--- src/rtl/wb_writer.sv ---
// Write-back stage: selects ALU, PC-link or load data and drives the register file write port.
// Loads wait on a memory ready handshake with timeout and stall upstream meanwhile.
`timescale 1ns/1ps
module wb_writer #(
    parameter int unsigned DATA_W      = 16,
    parameter int unsigned ADDR_W      = 3,
    parameter int unsigned OP_W        = 3,
    parameter int unsigned MEM_TIMEOUT = 15
) (
    input  logic              clk_50MHz,
    input  logic              rst,
    input  logic              in_valid,
    output logic              in_ready,
    input  logic [OP_W-1:0]   in_reg_op,
    input  logic [ADDR_W-1:0] in_wb_addr,
    input  logic [1:0]        in_wb_sel,
    input  logic [DATA_W-1:0] in_alu_data,
    input  logic [DATA_W-1:0] in_pc_link,
    input  logic              flush,
    input  logic [DATA_W-1:0] mem_rdata,
    input  logic              mem_ready,
    output logic              stall_req,
    output logic [OP_W-1:0]   reg_op,
    output logic [ADDR_W-1:0] wb_addr,
    output logic [DATA_W-1:0] wb_data,
    output logic              fwd_valid,
    output logic [ADDR_W-1:0] fwd_addr,
    output logic [DATA_W-1:0] fwd_data,
    output logic              mem_err,
    output logic [15:0]       retire_cnt
);

    localparam logic [OP_W-1:0] OP_NOP   = '0;
    localparam logic [OP_W-1:0] OP_REG   = OP_W'(1);
    localparam logic [OP_W-1:0] OP_MAX   = OP_W'(5);
    localparam int unsigned     CNT_W    = $clog2(MEM_TIMEOUT + 1);
    localparam logic [CNT_W-1:0] CNT_LAST = CNT_W'(MEM_TIMEOUT - 1);

    typedef enum logic [1:0] {StIdle, StWaitMem, StCommit} state_e;

    state_e              state_q, state_d;
    logic [CNT_W-1:0]    cnt_q, cnt_d;
    logic [OP_W-1:0]     op_lat_q, op_lat_d;
    logic [ADDR_W-1:0]   addr_lat_q, addr_lat_d;
    logic [OP_W-1:0]     reg_op_q, reg_op_d;
    logic [ADDR_W-1:0]   wb_addr_q, wb_addr_d;
    logic [DATA_W-1:0]   wb_data_q, wb_data_d;
    logic                stall_q, stall_d;
    logic                fwd_valid_q, fwd_valid_d;
    logic [ADDR_W-1:0]   fwd_addr_q, fwd_addr_d;
    logic [DATA_W-1:0]   fwd_data_q, fwd_data_d;
    logic                mem_err_q, mem_err_d;
    logic [15:0]         retire_q, retire_d;

    logic [OP_W-1:0]     eff_op;
    logic                accept;
    logic                timeout;
    logic [DATA_W-1:0]   alu_pc_data;
    logic [DATA_W-1:0]   load_data;

    // Illegal codes 6 and 7 collapse to NOP
    assign eff_op      = (in_reg_op <= OP_MAX) ? in_reg_op : OP_NOP;
    assign accept      = (state_q == StIdle) && in_valid && !flush && (eff_op != OP_NOP);
    assign timeout     = (cnt_q == CNT_LAST);
    assign alu_pc_data = (in_wb_sel == 2'd2) ? in_pc_link : in_alu_data;
    assign load_data   = mem_ready ? mem_rdata : '1;

    always_ff @(posedge clk_50MHz or posedge rst) begin
        if (rst) begin
            state_q     <= StIdle;
            cnt_q       <= '0;
            op_lat_q    <= OP_NOP;
            addr_lat_q  <= '0;
            reg_op_q    <= OP_NOP;
            wb_addr_q   <= '0;
            wb_data_q   <= '0;
            stall_q     <= 1'b0;
            fwd_valid_q <= 1'b0;
            fwd_addr_q  <= '0;
            fwd_data_q  <= '0;
            mem_err_q   <= 1'b0;
            retire_q    <= '0;
        end else begin
            state_q     <= state_d;
            cnt_q       <= cnt_d;
            op_lat_q    <= op_lat_d;
            addr_lat_q  <= addr_lat_d;
            reg_op_q    <= reg_op_d;
            wb_addr_q   <= wb_addr_d;
            wb_data_q   <= wb_data_d;
            stall_q     <= stall_d;
            fwd_valid_q <= fwd_valid_d;
            fwd_addr_q  <= fwd_addr_d;
            fwd_data_q  <= fwd_data_d;
            mem_err_q   <= mem_err_d;
            retire_q    <= retire_d;
        end
    end

    always_comb begin
        state_d = state_q;
        unique case (state_q)
            StIdle: begin
                if (accept && in_wb_sel == 2'd1) state_d = StWaitMem;
            end
            StWaitMem: begin
                // flush has priority over a coincident mem_ready
                if (flush)                     state_d = StIdle;
                else if (mem_ready || timeout) state_d = StCommit;
            end
            StCommit: state_d = StIdle;
            default:  state_d = StIdle;
        endcase
    end

    always_comb begin
        cnt_d       = cnt_q;
        op_lat_d    = op_lat_q;
        addr_lat_d  = addr_lat_q;
        reg_op_d    = OP_NOP;
        wb_addr_d   = wb_addr_q;
        wb_data_d   = wb_data_q;
        stall_d     = 1'b0;
        fwd_valid_d = 1'b0;
        fwd_addr_d  = fwd_addr_q;
        fwd_data_d  = fwd_data_q;
        mem_err_d   = 1'b0;
        unique case (state_q)
            StIdle: begin
                if (accept) begin
                    fwd_valid_d = (eff_op == OP_REG);
                    fwd_addr_d  = in_wb_addr;
                    if (in_wb_sel == 2'd1) begin
                        op_lat_d   = eff_op;
                        addr_lat_d = in_wb_addr;
                        cnt_d      = '0;
                        stall_d    = 1'b1;
                    end else begin
                        reg_op_d   = eff_op;
                        wb_addr_d  = in_wb_addr;
                        wb_data_d  = alu_pc_data;
                        fwd_data_d = alu_pc_data;
                    end
                end
            end
            StWaitMem: begin
                cnt_d = cnt_q + CNT_W'(1);
                if (!flush) begin
                    fwd_valid_d = (op_lat_q == OP_REG);
                    if (mem_ready || timeout) begin
                        reg_op_d   = op_lat_q;
                        wb_addr_d  = addr_lat_q;
                        wb_data_d  = load_data;
                        fwd_addr_d = addr_lat_q;
                        fwd_data_d = load_data;
                        mem_err_d  = !mem_ready;
                    end else begin
                        stall_d = 1'b1;
                    end
                end
            end
            default: ;
        endcase
    end

    assign retire_d   = retire_q + 16'(reg_op_d != OP_NOP);

    assign in_ready   = (state_q == StIdle);
    assign stall_req  = stall_q;
    assign reg_op     = reg_op_q;
    assign wb_addr    = wb_addr_q;
    assign wb_data    = wb_data_q;
    assign fwd_valid  = fwd_valid_q;
    assign fwd_addr   = fwd_addr_q;
    assign fwd_data   = fwd_data_q;
    assign mem_err    = mem_err_q;
    assign retire_cnt = retire_q;

endmodule

--- config.mk ---
export PLATFORM = sky130hd
export DESIGN_NAME = wb_writer
export DESIGN_NICKNAME = d
export VERILOG_FILES = /design/src/rtl/wb_writer.sv
export SDC_FILE = /design/constraint.sdc
export NUM_CORES = 1
export LEC_CHECK = 0
export BUFFER_PORTS_ARGS = -buffer_cell sky130_fd_sc_hd__buf_2
export CELL_PAD_IN_SITES_DETAIL_PLACEMENT = 1
export CELL_PAD_IN_SITES_GLOBAL_PLACEMENT = 2
export CORE_ASPECT_RATIO = 2
export CORE_UTILIZATION = 31
export DETAILED_ROUTE_END_ITERATION = 8
export PLACE_DENSITY_LB_ADDON = 0.1
export SLEW_MARGIN = 20
export SYNTH_ARGS = -nofsm -noshare
export SYNTH_HDL_FRONTEND = slang
export SYNTH_SLANG_ARGS = --single-unit
--- constraint.sdc ---
create_clock -name clk_50MHz -period 6.1 [get_ports clk_50MHz]
set_input_delay 0.305 -clock clk_50MHz [delete_from_list [all_inputs] [get_ports clk_50MHz]]
set_output_delay 0.305 -clock clk_50MHz [all_outputs]
set_load 0.02 [all_outputs]
==> flow_metrics.env <==
export IMPL_maxCapViolations=0
export IMPL_slew_headroom_pct=39.6
export IMPL_die_w_um=71.1
export IMPL_skew_ns=0.00444
export IMPL_worst_slack_ns=3.68
export IMPL_gp_congestion=0.775
export IMPL_max_freq_mhz=413
export IMPL_hold_class="in -> async"
export IMPL_cts_tree="built"
export IMPL_swShare_pct=35.8
export IMPL_tightest_slew_ns=0.906
export IMPL_dr_pass1_iters=8
export IMPL_vias=2411
export IMPL_final_cells=487
export IMPL_syn_nets=345
export IMPL_ys_flop_type="dfrtp_1"
export IMPL_vdd_drop_max_mv=0.129
export IMPL_cts_buffers=5
export IMPL_drt_iter0_markers=62
export IMPL_multi_input_area_um2=1360
export IMPL_cts_setup_buffers=0
export IMPL_grt_pass1_wl_um=13000
export IMPL_area_growth_pct=24.3
export IMPL_power_w=0.00118
export IMPL_yosysUniqueCellTypes=35
export IMPL_ctsResizeCount=0
export IMPL_ys_warn_count=0
export IMPL_ant_nets=0
export IMPL_path_cells="inv_1 -> ha_1 -> a31oi_1 -> nor3_4 -> o31ai_1 -> o21ai_0 -> ha_1 -> and2_1 -> nand4_1 -> nor3_1 -> xor2_1"
export IMPL_synth_area_leaders="dfrtp_1 (47%), mux2_2 (6.8%), nand2_1 (6.6%)"
export IMPL_layout_min_cycle_time_ns=2.42
export IMPL_end_kind="flop"
export IMPL_cts_buffer_depth=2
export IMPL_synth_top_area_share_pct=47.3
export IMPL_totalWireLength_um=7850
export IMPL_clock_sinks=56
export IMPL_crit_top_cell="ha_1"
export IMPL_syn_inst=279
export IMPL_syn_avg_cell_area_um2=10.6
export IMPL_share_comb_of_total_power_pct=31.4
export IMPL_antenna_found_initial=0
export IMPL_critPathKind="reg -> reg"
export IMPL_seq_power_share_pct=43.6
export IMPL_grt_pass1_vias=2663
export IMPL_final_layout_size_suffix_gt1_share_pct=43.3
export IMPL_p_int_w=0.000756
export IMPL_htree_levels=2
export IMPL_portBuffers=121
export IMPL_yosysTopAreaCell="dfrtp_1"
export IMPL_critPathMaxFanout=7
export IMPL_drc=5
export IMPL_status="finished, violations left"
export IMPL_leakage_nw=1.86
export IMPL_grt_max_degree=57
export IMPL_start_kind="flop"
export IMPL_p_per_area_nw_per_um2=320
export IMPL_synth_seq_cells=56
export IMPL_worstPathArrival_ns=2.65
export IMPL_p_sw_w=0.000422
export IMPL_core_area_um2=9320
export IMPL_gr_total_overflow=0
export IMPL_critPathTopFamily="simple AND/OR/NAND/NOR gates"
export IMPL_clk_latency_ns=0.30
export IMPL_fillers=1110
export IMPL_io_pins=122
export IMPL_grt_use_total_pct=17.0
export IMPL_setup_tns_ns=0
export IMPL_slew_violations=0
export IMPL_max_stage_delay_ns=0.42
export IMPL_required_ns=6.32
export IMPL_cp_depth=11
export IMPL_syn_cell_area_um2=2960
export IMPL_ff_latch_area_um2=1400
export IMPL_wl_per_cell_um=16.1
export IMPL_diodes=0
export IMPL_die_height_um=140
export IMPL_p_clk_share_pct=25.0
export IMPL_fin_nets=448
export IMPL_hold_viol=0
export IMPL_initial_core_util_pct=31.8
export IMPL_path_clk_slew_ns=0.07
export IMPL_timing_critical_path_buf_inv=1
export IMPL_synth_edf_count=0
export IMPL_post_place_ws_ns=3.61
export IMPL_rsz0062_at_grt="false"
export IMPL_cpMaxStageDelayCell="dfrtp_1"
export IMPL_hpwl_um=5880
export IMPL_ys_async_sr_fraction_pct=100
export IMPL_synth_seq_area_share_pct=47.3
export IMPL_viasPerCell=4.95
export IMPL_die_area_um2=9970
export IMPL_placed_cells=479
export IMPL_period_share_pct=39.7
export IMPL_hold_buffers=0
export IMPL_setup_violations=0
export IMPL_violations="DRC"
export IMPL_cts_root_buf="clkbuf_16"
export IMPL_rows=50
export IMPL_ff2ff_path_depth=11
-- cell usage in the layout (no fill, tap or decap), types with 2 or more instances in the layout --
master and instances:
xor2_1 4, buf_4 3, nor2b_1 3, and2_1 2, inv_1 2, nor3b_1 17, dfrtp_1 56, and4_1 2
nor3_1 3, a31oi_1 17, nand2_1 52, nand2b_1 6, mux2_4 10, o31ai_1 2, buf_2 121, nand3_1 7
o21ai_0 11, mux2i_1 2, nand4_1 6, ha_1 5, mux2_2 18, nor2_1 6, clkbuf_16 5, xnor2_1 10
-- metrics by stage --
stage	util (%)	area [um^2]	hold WS, ns
global placement	37.9	3530	0.474
floorplan	-	2960	0.378
CTS	39.5	3680	0.240
global route	39.5	3680	0.247
detailed placement	37.9	3530	0.473
finish	39.5	3680	0.190
-- metal layers --
| layer | track usage [%] | up-vias | part of all wire (%) |
|---|---|---|---|
| met5 | 0 | - | 0 |
| li1 | - | 1153 | - |
| met4 | 5.37 | 0 | 1.4 |
| met3 | 2.66 | 5 | 3.8 |
| met2 | 34.2 | 71 | 60 |
| met1 | 17.0 | 1182 | 35 |
-- worst register-to-register path, stage by stage, from the launching register on --
cell and delay, ns:
dfrtp_1 0.42, inv_1 0.07, ha_1 0.16, a31oi_1 0.13
nor3_4 0.32, o31ai_1 0.12, o21ai_0 0.15, ha_1 0.23
and2_1 0.20, nand4_1 0.18, nor3_1 0.21, xor2_1 0.16
-- state kept, by name, summed over array words and instances (netlist names) --
name / flops
addr_lat_q: 3
cnt_q: 4
fwd_addr: 3
fwd_data: 16
fwd_valid: 1
mem_err: 1
op_lat_q: 3
reg_op: 3
retire_cnt: 16
stall_req: 1
state_q: 2
wb_addr: 3
-- logic make-up after synthesis --
kind of cell	share of synthesized area, %
xor gates and xnor gates	4.14
DFF	47.3
and+or+nand+nor	20.0
muxes	12.6
adders and majority gates	2.11
AOI/OAI and AO/OA	7.14
buffers and inverters	6.68
-- area by class of cell --
class                      instances  area share, %
clock inverter                     3          0.612
sequential                        56           38.1
inverter                           3          0.306
multi-input combinational        192           37.0
clock buffer                       5           3.40
tap                              104           3.54
timing repair buffer             124           17.1
-- path summary, 6_finish.rpt --
path / slack, ns / startpoint / endpoint
hold / removal: 0.19 / rst / retire_cnt[5]$_DFF_PP0_
setup reg to reg: 3.68 / cnt_q[0]$_DFFE_PP0P_ / retire_cnt[15]$_DFF_PP0_
hold reg to reg: 0.47 / retire_cnt[15]$_DFF_PP0_ / retire_cnt[15]$_DFF_PP0_
max in group asynchronous: 5.42 / rst / state_q[0]$_DFFE_PP0P_
min in group clk_50MHz: 0.25 / in_wb_addr[0] / addr_lat_q[0]$_DFFE_PP0P_
setup / recovery: 3.68 / cnt_q[0]$_DFFE_PP0P_ / retire_cnt[15]$_DFF_PP0_
-- synth_stat cells, drive strengths merged, types with 5 or more instances --
library cell and count:
a31oi 18, buf 20, clkbuf 8, dfrtp 56
ha 5, mux2 28, nand2 52, nand2b 6
nand3 7, nand4 6, nor2 6, nor3b 17
o21ai 11, xnor2 10
-- power by group through the flow --
stage / combinational, W / clock (W) / sequential [W]
after floorplan: 0.000212 / 0 / 0.000579
final: 0.000369 / 0.000295 / 0.000514
after CTS: 0.000377 / 0.000306 / 0.000517
after global routing: 0.000401 / 0.000319 / 0.000527
after global placement: 0.000372 / 0 / 0.000521
after detailed placement: 0.000376 / 0 / 0.000523
(Power assumes the default switching activity.)
